===== src/rtl/mem_requester_if.sv =====
// Core/arbiter handshake bundle for mem_requester; slave = requester side, master = core+arbiter side.
interface mem_requester_if;
    logic       start;
    logic       we;
    logic [7:0] addr_in;
    logic [7:0] wdata_in;
    logic       acq;
    logic [7:0] mem_rdata;
    logic       rden;
    logic       wren;
    logic [7:0] mem_addr;
    logic [7:0] mem_wdata;
    logic [7:0] rdata;
    logic       busy;
    logic       done;
    logic       err;

    modport slave (
        input  start, we, addr_in, wdata_in, acq, mem_rdata,
        output rden, wren, mem_addr, mem_wdata, rdata, busy, done, err
    );

    modport master (
        output start, we, addr_in, wdata_in, acq, mem_rdata,
        input  rden, wren, mem_addr, mem_wdata, rdata, busy, done, err
    );
endinterface


===== src/rtl/mem_requester.sv =====
// Single-beat load/store requester toward a memory arbiter; data lands LAT cycles after grant.
// Waits on acq with a TIMEOUT bound; a lost grant restarts the request; start is ignored while busy.
module mem_requester #(
    parameter int LAT     = 3,
    parameter int TIMEOUT = 255
) (
    input  logic            clk,
    input  logic            rst,
    mem_requester_if.slave  bus
);
    typedef enum logic [1:0] {IDLE, REQ, HOLD, RELEASE} state_t;

    state_t     state_q, state_d;
    logic       we_q, we_d;
    logic [7:0] addr_q, addr_d;
    logic [7:0] wdata_q, wdata_d;
    logic [7:0] wait_q, wait_d;
    logic [3:0] lat_q, lat_d;
    logic [7:0] rdata_q, rdata_d;
    logic       rden_q, rden_d;
    logic       wren_q, wren_d;
    logic       busy_q, busy_d;
    logic       done_q, done_d;
    logic       err_q, err_d;

    always_comb begin
        state_d = state_q;
        we_d    = we_q;
        addr_d  = addr_q;
        wdata_d = wdata_q;
        wait_d  = wait_q;
        lat_d   = lat_q;
        rdata_d = rdata_q;
        done_d  = 1'b0;
        err_d   = 1'b0;
        case (state_q)
            IDLE: begin
                if (bus.start) begin
                    we_d    = bus.we;
                    addr_d  = bus.addr_in;
                    wdata_d = bus.wdata_in;
                    wait_d  = 8'd0;
                    state_d = REQ;
                end
            end
            REQ: begin
                // A grant on the timeout edge still wins.
                if (bus.acq) begin
                    lat_d   = 4'(LAT);
                    state_d = HOLD;
                end else if (wait_q == 8'(TIMEOUT - 1)) begin
                    err_d   = 1'b1;
                    done_d  = 1'b1;
                    state_d = IDLE;
                end else begin
                    wait_d = wait_q + 8'd1;
                end
            end
            HOLD: begin
                if (!bus.acq) begin
                    wait_d  = 8'd0;
                    state_d = REQ;
                end else if (lat_q == 4'd1) begin
                    if (!we_q) rdata_d = bus.mem_rdata;
                    lat_d   = 4'd0;
                    state_d = RELEASE;
                end else begin
                    lat_d = lat_q - 4'd1;
                end
            end
            RELEASE: begin
                if (!bus.acq) begin
                    done_d  = 1'b1;
                    state_d = IDLE;
                end
            end
            default: state_d = IDLE;
        endcase
        // Outputs are decoded from the next state so they register alongside it.
        rden_d = ((state_d == REQ) || (state_d == HOLD)) && !we_d;
        wren_d = ((state_d == REQ) || (state_d == HOLD)) && we_d;
        busy_d = (state_d != IDLE);
    end

    always_ff @(posedge clk or posedge rst) begin
        if (rst) begin
            state_q <= IDLE;
            we_q    <= 1'b0;
            addr_q  <= 8'd0;
            wdata_q <= 8'd0;
            wait_q  <= 8'd0;
            lat_q   <= 4'd0;
            rdata_q <= 8'd0;
            rden_q  <= 1'b0;
            wren_q  <= 1'b0;
            busy_q  <= 1'b0;
            done_q  <= 1'b0;
            err_q   <= 1'b0;
        end else begin
            state_q <= state_d;
            we_q    <= we_d;
            addr_q  <= addr_d;
            wdata_q <= wdata_d;
            wait_q  <= wait_d;
            lat_q   <= lat_d;
            rdata_q <= rdata_d;
            rden_q  <= rden_d;
            wren_q  <= wren_d;
            busy_q  <= busy_d;
            done_q  <= done_d;
            err_q   <= err_d;
        end
    end

    assign bus.rden      = rden_q;
    assign bus.wren      = wren_q;
    assign bus.mem_addr  = addr_q;
    assign bus.mem_wdata = wdata_q;
    assign bus.rdata     = rdata_q;
    assign bus.busy      = busy_q;
    assign bus.done      = done_q;
    assign bus.err       = err_q;
endmodule


===== src/flat_wrapper.sv =====
// flat-port wrapper written by rule: the top's interface ports become plain ports
module mem_requester_flat 
#(
    parameter int LAT     = 3,
    parameter int TIMEOUT = 255
)
  (clk, rst, bus_start, bus_we, bus_addr_in, bus_wdata_in, bus_acq, bus_mem_rdata, bus_rden, bus_wren, bus_mem_addr, bus_mem_wdata, bus_rdata, bus_busy, bus_done, bus_err);
  mem_requester_if bus_i ();
  input  logic clk;
  input  logic rst;
  input wire logic [$bits(bus_i.start)-1:0] bus_start;
  input wire logic [$bits(bus_i.we)-1:0] bus_we;
  input wire logic [$bits(bus_i.addr_in)-1:0] bus_addr_in;
  input wire logic [$bits(bus_i.wdata_in)-1:0] bus_wdata_in;
  input wire logic [$bits(bus_i.acq)-1:0] bus_acq;
  input wire logic [$bits(bus_i.mem_rdata)-1:0] bus_mem_rdata;
  output wire logic [$bits(bus_i.rden)-1:0] bus_rden;
  output wire logic [$bits(bus_i.wren)-1:0] bus_wren;
  output wire logic [$bits(bus_i.mem_addr)-1:0] bus_mem_addr;
  output wire logic [$bits(bus_i.mem_wdata)-1:0] bus_mem_wdata;
  output wire logic [$bits(bus_i.rdata)-1:0] bus_rdata;
  output wire logic [$bits(bus_i.busy)-1:0] bus_busy;
  output wire logic [$bits(bus_i.done)-1:0] bus_done;
  output wire logic [$bits(bus_i.err)-1:0] bus_err;
  assign bus_i.start = bus_start;
  assign bus_i.we = bus_we;
  assign bus_i.addr_in = bus_addr_in;
  assign bus_i.wdata_in = bus_wdata_in;
  assign bus_i.acq = bus_acq;
  assign bus_i.mem_rdata = bus_mem_rdata;
  assign bus_rden = bus_i.rden;
  assign bus_wren = bus_i.wren;
  assign bus_mem_addr = bus_i.mem_addr;
  assign bus_mem_wdata = bus_i.mem_wdata;
  assign bus_rdata = bus_i.rdata;
  assign bus_busy = bus_i.busy;
  assign bus_done = bus_i.done;
  assign bus_err = bus_i.err;
  mem_requester #(.LAT(LAT), .TIMEOUT(TIMEOUT)) u_core (.clk(clk), .rst(rst), .bus(bus_i));
endmodule

===== config.mk =====
export PLATFORM = sky130hd
export DESIGN_NAME = mem_requester_flat
export DESIGN_NICKNAME = d
export VERILOG_FILES = /design/src/rtl/mem_requester_if.sv /design/src/rtl/mem_requester.sv /design/src/flat_wrapper.sv
export SDC_FILE = /design/constraint.sdc
export NUM_CORES = 1
export LEC_CHECK = 0
export ABC_AREA = 1
export CELL_PAD_IN_SITES_DETAIL_PLACEMENT = 1
export CELL_PAD_IN_SITES_GLOBAL_PLACEMENT = 2
export CORE_MARGIN = 10
export CORE_UTILIZATION = 30
export CTS_BUF_LIST = sky130_fd_sc_hd__clkbuf_2 sky130_fd_sc_hd__clkbuf_4 sky130_fd_sc_hd__clkbuf_8
export CTS_CLUSTER_DIAMETER = 50
export CTS_CLUSTER_SIZE = 20
export DETAILED_ROUTE_END_ITERATION = 10
export MAX_ROUTING_LAYER = met4
export PLACE_DENSITY = 0.85
export SETUP_SLACK_MARGIN = 0.5
export SLEW_MARGIN = 10
export SYNTH_ARGS = -nofsm -noshare
export SYNTH_HDL_FRONTEND = slang
export SYNTH_SLANG_ARGS = --single-unit
export TNS_END_PERCENT = 50

===== constraint.sdc =====
create_clock -name clk -period 3.1 [get_ports clk]
set_clock_uncertainty 0.2 [all_clocks]
set_input_delay 0.31 -clock clk [delete_from_list [all_inputs] [get_ports clk]]
set_output_delay 0.31 -clock clk [all_outputs]
set_load 0.03 [all_outputs]

==> flow_metrics.env <==
export IMPL_status="finished, final reports clean"
export IMPL_grt_max_degree=30
export IMPL_power_total_mw=2.467
export IMPL_timing_hold_ws_ps=243.5
export IMPL_dp_slack_ps=941.6
export IMPL_hold_viol=0
export IMPL_syn_cell_area_um2=2038
export IMPL_synthCells=246
export IMPL_h_tree_depth=2
export IMPL_antenna_left=0
export IMPL_hold_class="input pin to asynchronous set/reset pin"
export IMPL_final_fill_count=787
export IMPL_drive_gt1_share_pct=7.792
export IMPL_fmax_ghz=0.5177
export IMPL_synth_seq_area_share_pct=54.02
export IMPL_die_x_um=102.4
export IMPL_syn_num_nets=280
export IMPL_cp_required_ps=3090
export IMPL_grt_pass1_wl_um=9301
export IMPL_grt_pass1_vias=1950
export IMPL_setup_tns_ps=0
export IMPL_ctsRootBufferMaster="clkbuf_8"
export IMPL_postRouteWirelength_um=5348
export IMPL_die_y_um=102.4
export IMPL_ys_seq_elements=44
export IMPL_place_area_um2=2686
export IMPL_place_inst=378
export IMPL_cap_violations=0
export IMPL_postCtsSetupBuffers=0
export IMPL_min_period_ps=1932
export IMPL_remaining_drc_errors=0
export IMPL_syn_to_final_growth_pct=35.79
export IMPL_place_hpwl_um=4114
export IMPL_vias_per_cell=4.462
export IMPL_rsz0062_at_grt="no"
export IMPL_rows=29
export IMPL_stdcell_area_um2=2768
export IMPL_cts_made_buffers=5
export IMPL_instances_no_fill=385
export IMPL_port_buffer_count=57
export IMPL_maxSlewViolCount=0
export IMPL_crit_type="flip-flop to flip-flop"
export IMPL_drt_iter0_drc=24
export IMPL_cts_buffer_depth=2
export IMPL_reg2regPathDepth=7
export IMPL_layout_nets=342
export IMPL_worst_setup_path_start_kind="flip-flop"
export IMPL_antenna_found_initial=0
export IMPL_cts_sinks=44
export IMPL_ir_drop_mv=0.4293
export IMPL_die_area_um2=10490
export IMPL_synth_warnings=0
export IMPL_critPathArrivalTime_ps=1920
export IMPL_grt_ovfl_total=0
export IMPL_cp_end_kind="flip-flop"
export IMPL_cts_resized=0
export IMPL_final_setup_viol_count=0
export IMPL_grt_use_total_pct=11.56
export IMPL_num_io_pins=58
export IMPL_slew_headroom_pct=29.30
export IMPL_clock_latency_ps=300
export IMPL_setup_ws_ps=1168
export IMPL_fin_util_pct=42.85
export IMPL_hold_buffers=0
export IMPL_diodes=0
export IMPL_leakagePower_nw=1.388
export IMPL_fin_crit_sh_pct=62.31
export IMPL_wl_per_cell_um=13.89
export IMPL_cts_tree="built"
export IMPL_ys_types=24
export IMPL_initial_core_util_pct=31.56
export IMPL_synth_area_per_cell_um2=8.285
export IMPL_powerDensity_nw_per_um2=891.5
export IMPL_coreArea_um2=6459
export IMPL_dr_pass1_iters=4
export IMPL_gp_congestion=0.7803
export IMPL_critPathMaxFanout=12
export IMPL_cts_clk_slew_worst_paths_ps=80
export IMPL_dr_total_vias=1718
export IMPL_worst_pin_slew_ps=1054
critical path, cell delays in order (launching register included):
cell	delay, ps
dfrtp_1	460
nor2_1	200
nand2_1	290
nand3_1	210
inv_1	60
ha_1	290
inv_1	70
nor2_1	50
report_power, final:
| part | internal (mW) | total, mW | switching (mW) |
|---|---|---|---|
| logic | 0.461 | 1.21 | 0.747 |
| registers | 0.775 | 0.901 | 0.126 |
| clock network | 0.153 | 0.359 | 0.205 |
| total | 1.39 | 2.47 | 1.08 |
per-layer routing:
metal	routed length, um	track usage [%]	part of all wire (%)
met5	0	-	0
met4	50	2.603	0.93
met3	428	5.870	8.0
met2	2402	17.81	45
met1	2466	13.15	46
worst paths after layout:
kind	to	slack, ps	from
max in group asynchronous	u_core.wait_q[4]	1750	rst
hold / removal	u_core.bus.rdata[4]	240	rst
setup reg to reg	u_core.bus.wren	1170	u_core.state_q[0]
min in group clk	u_core.bus.mem_addr[3]	290	u_core.bus.mem_addr[3]
setup / recovery	u_core.bus.wren	1170	u_core.state_q[0]
hold reg to reg	u_core.bus.mem_addr[3]	290	u_core.bus.mem_addr[3]
sequential cells by signal, summed over array words and instances, names as in the netlist:
signal                cells
u_core.bus.busy           1
u_core.bus.mem_addr       8
u_core.bus.done           1
u_core.we_q               1
u_core.bus.wren           1
u_core.bus.rdata          8
u_core.wait_q             8
u_core.state_q            2
u_core.lat_q              4
u_core.bus.rden           1
u_core.bus.err            1
u_core.bus.mem_wdata      8
final cells by class:
class / count / area [um2] / area share, %
clock buffers: 5 / 68.82 / 2.486
clock inverters: 2 / 12.51 / 0.4521
inverters: 36 / 135.1 / 4.882
multi-input cells: 162 / 768.2 / 27.76
flip-flops and latches: 44 / 1101 / 39.78
well taps: 77 / 96.34 / 3.481
repair buffers: 59 / 585.6 / 21.16
synth_stat cells:
| master | instances | area [um2] |
|---|---|---|
| o22ai_1 | 2 | 12.51 |
| dfrtp_1 | 44 | 1101 |
| a21oi_1 | 3 | 15.01 |
| nor2_4 | 1 | 11.26 |
| o21ai_2 | 1 | 8.760 |
| buf_6 | 1 | 11.26 |
| nand3_1 | 11 | 55.05 |
| ha_1 | 5 | 62.56 |
| inv_2 | 1 | 3.750 |
| nor2_2 | 1 | 6.260 |
| inv_1 | 35 | 131.4 |
| o21ai_1 | 8 | 40.04 |
| a22oi_1 | 1 | 7.510 |
| buf_4 | 3 | 22.52 |
| nor2_1 | 14 | 52.55 |
| nand3_4 | 1 | 17.52 |
| nor3_1 | 2 | 10.01 |
| xnor2_1 | 1 | 8.760 |
| o21ai_0 | 3 | 15.01 |
| or2_2 | 1 | 6.260 |
| xor2_1 | 2 | 17.52 |
| nand2_2 | 8 | 50.05 |
| nand2_4 | 1 | 11.26 |
| nand2_1 | 96 | 360.4 |
cell families after synthesis:
group / count (synthesis) / share of synthesized area [%]
adder cells (fa/ha/maj): 5 / 3.069
XOR/XNOR: 3 / 1.289
AND/OR/NAND/NOR: 136 / 28.48
buffers and inverters: 40 / 8.287
flip-flops: 44 / 54.02
AO/OA/AOI/OAI: 18 / 4.849
cell usage in the layout, fill, tap and decap left out, types with 2 or more instances in the layout:
cell type and n:
nand2_1 96, clkdlybuf4s50_1 57, dfrtp_1 44, inv_1 34, nor2_1 14, nand3_1 11
nand2_2 8, o21ai_1 8, ha_1 5, clkbuf_8 5, o21ai_0 3, a21oi_1 3
nor3_1 2, xor2_1 2, o22ai_1 2, buf_4 2
No activity file was read; power rests on OpenSTA's default activity.
